## src/rtl/hdmi_scope_renderer.sv

```systemverilog
// hdmi_scope_renderer
//   Multi-channel oscilloscope renderer for an HDMI output path, all in the
//   pixel clock domain. Accepts one sample set (one sample per channel) per
//   display column, rasterises each column into the write bank of a
//   ping-pong pair of external BRAM framebuffers (one bit per channel per
//   pixel), generates video timing, and scans the display bank out as
//   coloured 24-bit pixels.
//
//   Optional feature macro: SCOPE_GRID_EN
//     When defined, empty active pixels on every 64th column/row are drawn
//     as a dark grey graticule (24'h404040). Traces cover the grid.
//
// Ports
//   pixclk              pixel clock, all registers on its rising edge
//   rst                 synchronous active-high reset
//   val                 packed samples, channel c at [c*VAL_RES +: VAL_RES]
//   val_valid/val_ready sample-set handshake
//   RD0, RD1            BRAM read data, banks 0/1 (1-cycle synchronous read)
//   VDEn, hSync, vSync  video data enable and sync pulses
//   pixel               24-bit RGB pixel, aligned with VDEn
//   WE0, WE1            bank write enables
//   addrB0, addrB1      bank addresses
//   WD                  write data, shared by both banks
//   frame_swap          one-cycle pulse when display and write banks exchange
module hdmi_scope_renderer #(
  parameter int          ADDR_WIDTH = 19,
  parameter int          VAL_RES    = 12,
  parameter int          CHANNELS   = 2,
  parameter int          H_ACTIVE   = 640,
  parameter int          HFP        = 16,
  parameter int          HS         = 96,
  parameter int          HBP        = 48,
  parameter int          V_ACTIVE   = 480,
  parameter int          VFP        = 10,
  parameter int          VS         = 2,
  parameter int          VBP        = 33,
  parameter logic        SYNC_POL   = 1'b0,
  // Channel 0 occupies the low 24 bits.
  parameter logic [95:0] PALETTE    = {24'h00FF00, 24'hFF00FF, 24'h00FFFF, 24'hFFFF00}
) (
  input  logic                         pixclk,
  input  logic                         rst,
  input  logic [CHANNELS*VAL_RES-1:0]  val,
  input  logic                         val_valid,
  output logic                         val_ready,
  input  logic [CHANNELS-1:0]          RD0,
  input  logic [CHANNELS-1:0]          RD1,
  output logic                         VDEn,
  output logic                         hSync,
  output logic                         vSync,
  output logic [23:0]                  pixel,
  output logic                         WE0,
  output logic                         WE1,
  output logic [ADDR_WIDTH-1:0]        addrB0,
  output logic [ADDR_WIDTH-1:0]        addrB1,
  output logic [CHANNELS-1:0]          WD,
  output logic                         frame_swap
);

  localparam int H_TOTAL = H_ACTIVE + HFP + HS + HBP;
  localparam int V_TOTAL = V_ACTIVE + VFP + VS + VBP;
  localparam int XW = $clog2(H_TOTAL + 1);
  localparam int YW = $clog2(V_TOTAL + 1);
  localparam int RW = $clog2(V_ACTIVE + 1);
  localparam int CW = $clog2(H_ACTIVE + 1);
  localparam int MW = VAL_RES + RW;

  localparam logic [XW-1:0] X_LAST = XW'(H_TOTAL - 1);
  localparam logic [XW-1:0] X_ACT  = XW'(H_ACTIVE);
  localparam logic [XW-1:0] X_HS0  = XW'(H_ACTIVE + HFP);
  localparam logic [XW-1:0] X_HS1  = XW'(H_ACTIVE + HFP + HS);
  localparam logic [YW-1:0] Y_LAST = YW'(V_TOTAL - 1);
  localparam logic [YW-1:0] Y_ACT  = YW'(V_ACTIVE);
  localparam logic [YW-1:0] Y_VS0  = YW'(V_ACTIVE + VFP);
  localparam logic [YW-1:0] Y_VS1  = YW'(V_ACTIVE + VFP + VS);
  localparam logic [ADDR_WIDTH-1:0] A_STEP = ADDR_WIDTH'(H_ACTIVE);
  localparam logic [RW-1:0] R_LAST = RW'(V_ACTIVE - 1);
  localparam logic [CW-1:0] C_LAST = CW'(H_ACTIVE - 1);

  typedef enum logic [1:0] {W_IDLE, W_COL, W_DONE} wstate_t;

  logic [XW-1:0]         cx;
  logic [YW-1:0]         cy;
  logic [ADDR_WIDTH-1:0] line_base;
  logic [ADDR_WIDTH-1:0] scan_addr;
  logic                  act1, hs1, vs1, sel1;
  logic                  rd_sel;
  logic [CHANNELS-1:0]   bits;

  wstate_t               wstate;
  logic [CW-1:0]         col;
  logic [RW-1:0]         r;
  logic [ADDR_WIDTH-1:0] wr_addr;
  logic                  wr_we;
  logic [CHANNELS-1:0]   wr_data;
  logic [RW-1:0]         row_q    [CHANNELS];
  logic [RW-1:0]         row_next [CHANNELS];
  logic [MW-1:0]         prod;
  logic                  do_swap;

`ifdef SCOPE_GRID_EN
  logic [5:0] gx, gy;
  logic       grid1, grid2;
`endif

  // Raster counters. line_base tracks cy*H_ACTIVE by repeated addition so
  // the scan address never needs a multiplier.
  always_ff @(posedge pixclk) begin
    if (rst) begin
      cx        <= '0;
      cy        <= '0;
      line_base <= '0;
`ifdef SCOPE_GRID_EN
      gx        <= '0;
      gy        <= '0;
`endif
    end else if (cx == X_LAST) begin
      cx <= '0;
`ifdef SCOPE_GRID_EN
      gx <= '0;
`endif
      if (cy == Y_LAST) begin
        cy        <= '0;
        line_base <= '0;
`ifdef SCOPE_GRID_EN
        gy        <= '0;
`endif
      end else begin
        cy        <= cy + YW'(1);
        line_base <= line_base + A_STEP;
`ifdef SCOPE_GRID_EN
        gy        <= gy + 6'd1;
`endif
      end
    end else begin
      cx <= cx + XW'(1);
`ifdef SCOPE_GRID_EN
      gx <= gx + 6'd1;
`endif
    end
  end

  // Two-stage scan pipeline: stage 1 registers the BRAM address, stage 2
  // lines the timing flags up with the BRAM read data. sel1 remembers which
  // bank the stage-1 address was presented to.
  always_ff @(posedge pixclk) begin
    if (rst) begin
      scan_addr <= '0;
      act1      <= 1'b0;
      hs1       <= ~SYNC_POL;
      vs1       <= ~SYNC_POL;
      sel1      <= 1'b0;
      VDEn      <= 1'b0;
      hSync     <= ~SYNC_POL;
      vSync     <= ~SYNC_POL;
`ifdef SCOPE_GRID_EN
      grid1     <= 1'b0;
      grid2     <= 1'b0;
`endif
    end else begin
      scan_addr <= line_base + ADDR_WIDTH'(cx);
      act1      <= (cx < X_ACT) && (cy < Y_ACT);
      hs1       <= (cx >= X_HS0 && cx < X_HS1) ? SYNC_POL : ~SYNC_POL;
      vs1       <= (cy >= Y_VS0 && cy < Y_VS1) ? SYNC_POL : ~SYNC_POL;
      sel1      <= rd_sel;
      VDEn      <= act1;
      hSync     <= hs1;
      vSync     <= vs1;
`ifdef SCOPE_GRID_EN
      grid1     <= (gx == 6'd0) || (gy == 6'd0);
      grid2     <= grid1;
`endif
    end
  end

  // Colour lookup: the loop runs from the highest channel down so the
  // lowest-index set bit is the last assignment and wins.
  always_comb begin
    pixel = 24'h000000;
    bits  = sel1 ? RD1 : RD0;
    if (VDEn) begin
`ifdef SCOPE_GRID_EN
      if (grid2) pixel = 24'h404040;
`endif
      for (int c = CHANNELS - 1; c >= 0; c--) begin
        if (bits[c]) pixel = PALETTE[24*c +: 24];
      end
    end
  end

  // Sample value to screen row: larger samples sit nearer the top.
  always_comb begin
    prod = '0;
    for (int c = 0; c < CHANNELS; c++) begin
      prod        = MW'(val[c*VAL_RES +: VAL_RES]) * MW'(V_ACTIVE);
      row_next[c] = R_LAST - RW'(prod >> VAL_RES);
    end
  end

  // Banks exchange at the start of vertical blank, but only once the writer
  // has finished a whole frame, including on the very cycle it finishes.
  assign do_swap = (cx == '0) && (cy == Y_ACT) &&
                   ((wstate == W_DONE) ||
                    ((wstate == W_COL) && (r == R_LAST) && (col == C_LAST)));
  assign frame_swap = do_swap & ~rst;

  // Column writer. Write enable/data/address are registered one step ahead
  // so that every W_COL cycle presents exactly one row of the column.
  always_ff @(posedge pixclk) begin
    if (rst) begin
      wstate    <= W_IDLE;
      col       <= '0;
      r         <= '0;
      wr_addr   <= '0;
      wr_we     <= 1'b0;
      wr_data   <= '0;
      val_ready <= 1'b0;
      rd_sel    <= 1'b0;
      for (int c = 0; c < CHANNELS; c++) row_q[c] <= '0;
    end else begin
      if (do_swap) rd_sel <= ~rd_sel;
      case (wstate)
        W_IDLE: begin
          val_ready <= 1'b1;
          if (val_valid && val_ready) begin
            for (int c = 0; c < CHANNELS; c++) begin
              row_q[c]   <= row_next[c];
              wr_data[c] <= (row_next[c] == '0);
            end
            r         <= '0;
            wr_addr   <= ADDR_WIDTH'(col);
            wr_we     <= 1'b1;
            val_ready <= 1'b0;
            wstate    <= W_COL;
          end
        end
        W_COL: begin
          if (r == R_LAST) begin
            wr_we   <= 1'b0;
            wr_data <= '0;
            if (col == C_LAST) begin
              col <= '0;
              if (do_swap) begin
                wstate    <= W_IDLE;
                val_ready <= 1'b1;
              end else begin
                wstate <= W_DONE;
              end
            end else begin
              col       <= col + CW'(1);
              wstate    <= W_IDLE;
              val_ready <= 1'b1;
            end
          end else begin
            r       <= r + RW'(1);
            wr_addr <= wr_addr + A_STEP;
            for (int c = 0; c < CHANNELS; c++) begin
              wr_data[c] <= ((r + RW'(1)) == row_q[c]);
            end
          end
        end
        W_DONE: begin
          if (do_swap) begin
            wstate    <= W_IDLE;
            col       <= '0;
            val_ready <= 1'b1;
          end
        end
        default: wstate <= W_IDLE;
      endcase
    end
  end

  // Display bank sees the scan address read-only; write bank sees the writer.
  assign WE0    = rd_sel ? wr_we : 1'b0;
  assign WE1    = rd_sel ? 1'b0 : wr_we;
  assign addrB0 = rd_sel ? wr_addr : scan_addr;
  assign addrB1 = rd_sel ? scan_addr : wr_addr;
  assign WD     = wr_data;

endmodule

```

## config.mk

```make
export PLATFORM = sky130hd
export DESIGN_NAME = hdmi_scope_renderer
export DESIGN_NICKNAME = d
export VERILOG_FILES = /design/src/rtl/hdmi_scope_renderer.sv
export SDC_FILE = /design/constraint.sdc
export NUM_CORES = 1
export LEC_CHECK = 0
export CORE_MARGIN = 1.5
export CORE_UTILIZATION = 50
export DETAILED_ROUTE_END_ITERATION = 7
export PLACE_DENSITY = 0.81
export SYNTH_ARGS = -nofsm -noshare
export SYNTH_HDL_FRONTEND = slang
export SYNTH_SLANG_ARGS = --single-unit
```

## constraint.sdc

```tcl
create_clock -name pixclk -period 12.9 [get_ports pixclk]
set_input_delay 3.225 -clock pixclk [delete_from_list [all_inputs] [get_ports pixclk]]
set_output_delay 3.225 -clock pixclk [all_outputs]
set_load 0.1 [all_outputs]
```

==> results of run 1 <==
## state kept, by name, indices dropped and copies added, names as in the netlist
register	count
r	9
scan_addr	19
WD	2
VDEn	1
cy	10
wr_addr	19
vs1	1
col	10
act1	1
wr_we	1
hs1	1
wstate	2
val_ready	1
line_base	12
cx	10
rd_sel	1
sel1	1
row_q	18
hSync	1
vSync	1
## how the worst max path moves through the flow
stage,cells after the start,end
floorplan,3,frame_swap
global placement,4,pixel[22]
detailed placement,4,pixel[20]
CTS,4,pixel[20]
global route,4,pixel[20]
finish,4,pixel[20]
## placed cells by master, fill, tap and decap left out, types with 3 or more instances in the layout
cell	n
o21ai_1	4
nor4_1	11
inv_1	77
nand4_1	15
clkinvlp_4	4
a211oi_1	3
clkinv_2	3
fa_1	40
a21oi_1	45
nand2b_1	5
and3_1	6
clkbuf_16	18
o21bai_1	3
buf_4	3
xor2_1	44
or3_1	7
and4_1	3
or2_2	3
a21o_1	5
xnor2_1	55
o21ai_0	21
nand2_1	53
dfxtp_1	103
nor3_1	26
a32o_1	3
nor2_1	117
nor2b_1	18
clkdlybuf4s50_1	100
ha_1	55
mux2_2	39
edfxtp_1	18
a22oi_1	4
nor3_2	5
mux2i_1	4
bufinv_16	3
nand3_1	32
## metal layers
layer  part of all wire (%)  GRT usage [%]  vias to the layer above  routed length, um
met3                    4.6           3.83                       31                787
met1                     45           24.9                     3132               7640
met4                    1.7           6.29                        0                284
li1                       -              -                     3252                  -
met2                     49           34.9                      182               8310
met5                      0              0                        -                  0
## synth_stat cells (all sizes together) (3+ instances only)
| cell type | instances | area, um2 |
|---|---|---|
| nand4 | 17 | 119 |
| xor2 | 44 | 385 |
| o21bai | 3 | 22.5 |
| a32o | 3 | 30.0 |
| ha | 55 | 688 |
| a22oi | 4 | 30.0 |
| and4 | 4 | 36.3 |
| nand3 | 33 | 170 |
| dfxtp | 103 | 2060 |
| nor3 | 31 | 180 |
| or2 | 3 | 18.8 |
| xnor2 | 55 | 482 |
| nand2 | 55 | 211 |
| o21ai | 27 | 150 |
| fa | 40 | 801 |
| mux2i | 4 | 40.0 |
| buf | 30 | 231 |
| nor2 | 118 | 445 |
| nand2b | 5 | 31.3 |
| a21o | 5 | 37.5 |
| inv | 78 | 293 |
| and3 | 7 | 45.1 |
| a21oi | 45 | 225 |
| clkbuf | 20 | 75.1 |
| or3 | 9 | 66.3 |
| nor2b | 18 | 113 |
| nor4 | 11 | 68.8 |
| mux2 | 39 | 439 |
| edfxtp | 18 | 541 |
| a211oi | 4 | 35.0 |
## worst register-to-register path, delay by kind of cell, from the launching register on
kind / cells / cell delay, ns
buffers and inverters: 3 / 0.57
AOI/OAI and AO/OA: 2 / 0.60
adders and majority gates: 1 / 0.60
and+or+nand+nor: 3 / 0.70
xor gates and xnor gates: 1 / 0.18
DFF: 1 / 0.32
## per-stage QoR
step | power [uW] | setup WS [ns]
after global placement | 775 | 4.27
final | 1270 | 4.23
after CTS | 1270 | 4.20
after detailed placement | 787 | 4.20
after floorplan | 711 | 3.97
after global routing | 1330 | 4.13
## where the power goes
| part | internal [uW] | leakage (uW) | switching [uW] | total (uW) |
|---|---|---|---|---|
| Sequential | 396 | 0.00102 | 8.11 | 405 |
| Clock | 318 | 0.000291 | 168 | 487 |
| Combinational | 149 | 0.00263 | 228 | 377 |
| Total | 863 | 0.00394 | 405 | 1270 |
## kinds of logic (layout without fill, tap and decap cells)
| kind of cell | after synthesis | in the layout | share of synthesized area (%) |
|---|---|---|---|
| muxes | 43 | 43 | 5.70 |
| and+or+nand+nor | 321 | 321 | 19.0 |
| buffers and inverters | 129 | 215 | 7.18 |
| DFF | 121 | 121 | 31.0 |
| AOI/OAI and AO/OA | 114 | 114 | 9.14 |
| xor gates and xnor gates | 99 | 99 | 10.3 |
| adders and majority gates | 95 | 95 | 17.7 |
## area by class of cell
| type | count | area, um2 | area share, % |
|---|---|---|---|
| multi-input cells | 672 | 5200 | 51.9 |
| clock buffers | 20 | 468 | 4.67 |
| well taps | 220 | 275 | 2.75 |
| clock inverters | 12 | 145 | 1.45 |
| flip-flops and latches | 121 | 2600 | 26.0 |
| repair buffers | 104 | 1030 | 10.3 |
| inverters | 79 | 297 | 2.96 |
==> impl_metrics.toml, run 1 <==
[run_status]
outcome = "finished, final reports clean"

[clock_network]
postCtsSetupRepairBufs = 0
postCtsHoldBufs = 0
cts-root-buf = "clkbuf_16"
htree_num_levels = 4
cts_buffer_depth = 2
insertion_delay_ns = 0.41
cts_tree = "done"
numClockSinks = 121
cts_buffers = 17
cts_resized = 0
path_clk_slew_ns = 0.05

[timing]
drv_slew = 0
rsz0062_at_grt = "no"
fin_crit_sh_pct = 67.2
fin_worst_hold_slack_ns = 0.404
slew_headroom_pct = 33.9
fin_skew_ns = 0.00658
period_needed_ns = 8.67
fmax_mhz = 115
setup_tns_ns = 0
setup_violations = 0
hold_viol_final = 0
tightestPinTransition_ns = 0.989

[finish]
area_growth_pct = 19.2
fill_cells = 1332
final_util_pct = 60.6
diodes = 0
design_area_um2 = 10000
drive_above_1_share_pct = 10.1
fin_nets = 1121
fin_cells = 1228

[run]
drv_cap = 0

[setup_path]
cp_common_cell = "clkdlybuf4s50_1"
crit_path_top_delay_cell = "clkdlybuf4s50_1"
crit_type = "input port to output pin"
crit_required_ns = 9.68
cp-end-kind = "output pin"
cpPeakStageDelay_ns = 1.23
critical_path.max_fanout = 8
rr_startpoint = "wstate[1]$_SDFFE_PP0P_"
path_delay_family = "buffers and inverters"
critPathArrivalTime_ns = 5.44
reg2reg_depth = 10
cp-startpoint = "RD0[0]"
reg2reg_to = "wr_addr[18]$_SDFFE_PP0P_"
regToRegSetupSlack_ns = 9.82
cp-start-kind = "input port"
crit_chain = "clkdlybuf4s50_1, mux2i_1, nor2b_1, clkdlybuf4s50_1"
cp_num_buf_inv = 2

[floorplan]
placeableCoreArea_um2 = 16500
dieArea_um2 = 17600
die_w_um = 133
rows = 47
boundaryPins = 102
initial_utilization_pct = 50.8
die_h_um = 133

[detailed_routing]
drtIter0Drc = 350
detail-route-antenna-nets = 0
vias = 6597
via_per_inst = 5.37
wl_um = 17000
dr.pass1.iters = 6
wl_per_cell_um = 13.9
drc = 0

[logic_synthesis]
syn_avg_cell_area_um2 = 9.11
yosysSeqAreaShare_pct = 31.0
synthArstFlopShare_pct = 0
ys_seq_elements = 121
synth_cells = 922
synth_warnings = 0
syn-num-nets = 1048
synthDistinctLibCells = 73
synth_edf_count = 18
synth_area_um2 = 8400
synth_ff_type = "dfxtp_1"

[place]
port-buffer-count = 101
placed_cells = 1196
hpwl_um = 12600
post_dp_cell_area_um2 = 9400
gp_congestion = 0.839

[min_path]
worstHoldPathType = "register to register"
min_from = "hs1$_SDFF_PP1_"
worstHoldEndpoint = "hSync$_SDFF_PP1_"
whs_path_depth = 1

[pwr]
peakVddDrop_uv = 91.9
p_leak_uw = 0.00394
cellPowerDensity_nw_per_um2 = 127

[grt]
grt_pass1_wl_um = 29200
grt_max_degree = 69
grt_use_total_pct = 19.9
overflow = 0
grt_pass1_vias = 6402
antenna_found_initial = 0
Power figures use the tool's default switching activity.
==> inputs of run 2 (changes only) <==
- clock period: 12.9 -> 8.9 ns (I/O delays scaled with it)
==> impl_metrics.toml, run 2 (same netlist as run 1, synthesis figures left out) <==
[run_status]
outcome = "finished, final reports clean"

[setup_path]
critical_path.max_fanout = 8
cp-start-kind = "input port"
crit_chain = "clkdlybuf4s50_1, mux2i_1, nor2b_1, clkdlybuf4s50_1"
crit_required_ns = 6.68
cp-end-kind = "output pin"
cpPeakStageDelay_ns = 1.23
crit_path_top_delay_cell = "clkdlybuf4s50_1"
crit_type = "input port to output pin"
critPathArrivalTime_ns = 4.46
cp_common_cell = "clkdlybuf4s50_1"

[floorplan]
initial_utilization_pct = 50.8
rows = 47
dieArea_um2 = 17600
die_h_um = 133
die_w_um = 133
boundaryPins = 102
placeableCoreArea_um2 = 16500

[clock_network]
cts_buffer_depth = 2
insertion_delay_ns = 0.42
cts_buffers = 17
cts_tree = "done"
cts_resized = 0
path_clk_slew_ns = 0.05
htree_num_levels = 4
postCtsHoldBufs = 0
postCtsSetupRepairBufs = 0
cts-root-buf = "clkbuf_16"
numClockSinks = 121

[grt]
antenna_found_initial = 0
grt_pass1_vias = 6431
grt_max_degree = 70
overflow = 0
grt_pass1_wl_um = 29400
grt_use_total_pct = 20.3

[pwr]
clockPowerShare_pct = 35.2
p_leak_uw = 0.00392
sw_frac_of_total_pct = 32.2
p_seq_share_pct = 33.6
switchingPower_uw = 563
cellPowerDensity_nw_per_um2 = 176
internal_power_uw = 1180
power_frac_comb_pct = 31.2
peakVddDrop_uv = 123

[place]
port-buffer-count = 101
hpwl_um = 12400
preCtsSetupSlack_ns = 2.17
gp_congestion = 0.857

[detailed_routing]
detail-route-antenna-nets = 0
vias = 6632
drc = 0
wl_um = 17300
via_per_inst = 5.41
dr.pass1.iters = 7
drtIter0Drc = 403
wl_per_cell_um = 14.1

[finish]
final_common_cell = "nor2_1"
fin_nets = 1121
layout_common_cells = "nor2_1, dfxtp_1, clkdlybuf4s50_1"
drive_above_1_share_pct = 9.75
reg_top3 = "scan_addr: 19 flops, wr_addr: 19 flops, row_q: 18 flops"
fill_cells = 1349
diodes = 0
area_growth_pct = 18.2

[timing]
drv_slew = 0
fin_skew_ns = 0.00894
fin_crit_sh_pct = 75.1
setup_tns_ns = 0
slew_headroom_pct = 31.3
setup_violations = 0
hold_viol_final = 0
fmax_mhz = 150
tightestPinTransition_ns = 1.03
fin_ws_ns = 2.21
rsz0062_at_grt = "no"
period_needed_ns = 6.69

[min_path]
worstHoldPathType = "register to register"

[run]
drv_cap = 0
-- run 2: area by class of cell --
class                   count  area, um2  share of cell area (%)
clock inverters             3       15.0                   0.151
clock buffers              26        519                    5.23
flip-flops and latches    121       2600                    26.2
multi-input cells         672       5200                    52.3
well taps                 220        275                    2.77
repair buffers            104       1030                    10.4
inverters                  79        297                    2.99
-- run 2: power groups by stage --
stage | Sequential [uW] | Combinational, uW | Clock (uW)
6_report | 587 | 544 | 615
3_5_place_dp | 598 | 542 | 0
5_1_grt | 588 | 611 | 647
3_3_place_gp | 596 | 526 | 0
4_1_cts | 587 | 547 | 620
2_1_floorplan | 601 | 429 | 0
-- run 2: through the flow --
stage,hold WS (ns),util [%],instance area (um2),power (uW),std cells
final,0.407,60.1,9930,1750,1225
after global routing,0.421,60.1,9930,1850,1225
after CTS,0.411,60.1,9930,1750,1225
after detailed placement,0.400,56.9,9400,1140,1196
after global placement,0.394,56.9,9400,1120,1196
after floorplan,0.389,-,8400,1030,922
-- run 2: metal layers --
metal / part of all wire, % / track usage [%] / up-vias
met5: 0 / 0 / -
met4: 1.6 / 6.35 / 0
met3: 4.5 / 4.18 / 27
met2: 50 / 35.3 / 171
met1: 44 / 25.3 / 3177
li1: - / - / 3257
-- run 2: worst max-delay path, delay by kind of cell --
kind	cells	cell delay [ns]
buffers and inverters	2	1.74
AND/OR/NAND/NOR	1	0.40
multiplexers	1	0.10
-- run 2: path summary, 6_finish.rpt --
path	start	endpoint	slack, ns	cells after the start
hold reg to reg	hs1$_SDFF_PP1_	hSync$_SDFF_PP1_	0.41	1
setup / recovery	RD1[0]	pixel[20]	2.21	4
hold / removal	hs1$_SDFF_PP1_	hSync$_SDFF_PP1_	0.41	1
setup reg to reg	wstate[1]$_SDFFE_PP0P_	wr_addr[18]$_SDFFE_PP0P_	5.86	10
==> inputs of run 3 (changes only) <==
- clock period: 8.9 -> 6.2 ns (I/O delays scaled with it)
==> impl_metrics.toml, run 3 (same netlist as run 1, synthesis figures left out) <==
[run_status]
outcome = "finished, final reports clean"

[place]
hpwl_um = 12800
post_dp_cell_area_um2 = 9340
gp_congestion = 0.816
placed_cells = 1196
port-buffer-count = 101

[clock_network]
insertion_delay_ns = 0.41
numClockSinks = 121
cts-root-buf = "clkbuf_16"
path_clk_slew_ns = 0.06
cts_buffers = 17
cts_tree = "done"
cts_buffer_depth = 2
cts_resized = 0
htree_num_levels = 4
postCtsHoldBufs = 0
postCtsSetupRepairBufs = 0

[finish]
reg_top3 = "scan_addr: 19 flops, wr_addr: 19 flops, row_q: 18 flops"
drive_above_1_share_pct = 12.4
fill_cells = 1346
fin_nets = 1121
fin_cells = 1227
design_area_um2 = 9980
final_util_pct = 60.4
multiInputGateArea_um2 = 5200
layout_common_cells = "nor2_1, dfxtp_1, inv_1"
seq_area_um2 = 2600
diodes = 0
final_common_cell = "nor2_1"
area_growth_pct = 18.8

[grt]
grt_max_degree = 70
overflow = 0
grt_pass1_vias = 6385
grt_pass1_wl_um = 29600
grt_use_total_pct = 20.4
antenna_found_initial = 0

[pwr]
clockPowerShare_pct = 39.3
switchingPower_uw = 831
p_seq_share_pct = 31.3
power_frac_comb_pct = 29.4
p_leak_uw = 0.00401
internal_power_uw = 1860
cellPowerDensity_nw_per_um2 = 269
sw_frac_of_total_pct = 30.9
peakVddDrop_uv = 137

[timing]
rsz0062_at_grt = "no"
fin_skew_ns = 0.00882
slew_headroom_pct = 33.0
setup_violations = 0
fmax_mhz = 187
setup_tns_ns = 0
tightestPinTransition_ns = 1.00
fin_crit_sh_pct = 86.0
hold_viol_final = 0
drv_slew = 0
period_needed_ns = 5.33
fin_worst_hold_slack_ns = 0.408

[detailed_routing]
wl_per_cell_um = 14.2
vias = 6579
wl_um = 17400
detail-route-antenna-nets = 0
dr.pass1.iters = 5
drtIter0Drc = 389
via_per_inst = 5.36
drc = 0

[setup_path]
crit_path_top_delay_cell = "clkdlybuf4s50_1"
crit_chain = "clkdlybuf4s50_1, inv_1, fa_1, fa_1, inv_1, ha_1, a211oi_1, o21ai_2, nand4_1, a32o_1, xor2_1, inv_1, ha_1, nand4_1, nor4_1, and4_1, a32o_1"
cp_num_buf_inv = 4
cp_common_cell = "inv_1"
critical_path.max_fanout = 5
path_delay_family = "adder cells"
cpPeakStageDelay_ns = 0.52
critPathArrivalTime_ns = 5.69
crit_required_ns = 6.56
cp-end-kind = "register"
cp-start-kind = "input port"
crit_type = "input port to register"

[floorplan]
placeableCoreArea_um2 = 16500
initial_utilization_pct = 50.8
rows = 47
dieArea_um2 = 17600
die_w_um = 133
boundaryPins = 102
die_h_um = 133

[run]
drv_cap = 0

[min_path]
worstHoldPathType = "register to register"
[run 3: cell types whose count changed in the layout (fill, tap and decap cells not counted), sizes merged]
cell,previous run,this run
clkbuf,26,24
bufinv,0,4
clkdlybuf4s50,100,76
buf,4,28
[run 3: area by class of cell]
type                    instances  area share (%)
multi-input cells             672            52.1
flip-flops and latches        121            26.1
repair buffers                104            9.70
clock buffers                  24            5.03
inverters                      79            2.97
well taps                     220            2.76
clock inverters                 7            1.39
[run 3: through the flow]
stage	total power (uW)	setup slack, ns
finish	2690	0.866
global route	2830	0.526
CTS	2700	0.886
detailed placement	1640	0.467
global placement	1610	0.607
floorplan	1480	0.620
[run 3: worst paths after layout]
path	endpoint	slack, ns	depth (start not counted)	from
worst min-delay path	hSync$_SDFF_PP1_	0.41	1	hs1$_SDFF_PP1_
worst min register to register	hSync$_SDFF_PP1_	0.41	1	hs1$_SDFF_PP1_
worst max-delay path	WD[1]$_SDFFE_PP0P_	0.87	17	val[14]
worst max register to register	wr_addr[16]$_SDFFE_PP0P_	3.12	9	wstate[1]$_SDFFE_PP0P_
[run 3: worst register-to-register path, cell delays in order (launching register included)]
cell and delay (ns):
dfxtp_1 0.32, inv_1 0.09, ha_1 0.60, inv_2 0.28, o21ai_1 0.50, o21ai_1 0.31
nor3_1 0.48, nand3_1 0.17, xor2_1 0.16, nor2_1 0.05
[run 3: per-layer routing]
| metal | vias up | part of all wire (%) | global-route usage, % |
|---|---|---|---|
| met5 | - | 0 | 0 |
| met3 | 32 | 4.3 | 4.18 |
| met4 | 0 | 1.9 | 6.78 |
| met1 | 3134 | 44 | 25.3 |
| li1 | 3246 | - | - |
| met2 | 167 | 50 | 35.3 |
[run 3: power by group through the flow]
stage / logic [uW] / clock network (uW) / registers, uW
5_1_grt: 883 / 1100 / 843
3_3_place_gp: 754 / 0 / 856
4_1_cts: 791 / 1070 / 841
6_report: 790 / 1060 / 841
3_5_place_dp: 783 / 0 / 857
2_1_floorplan: 616 / 0 / 862
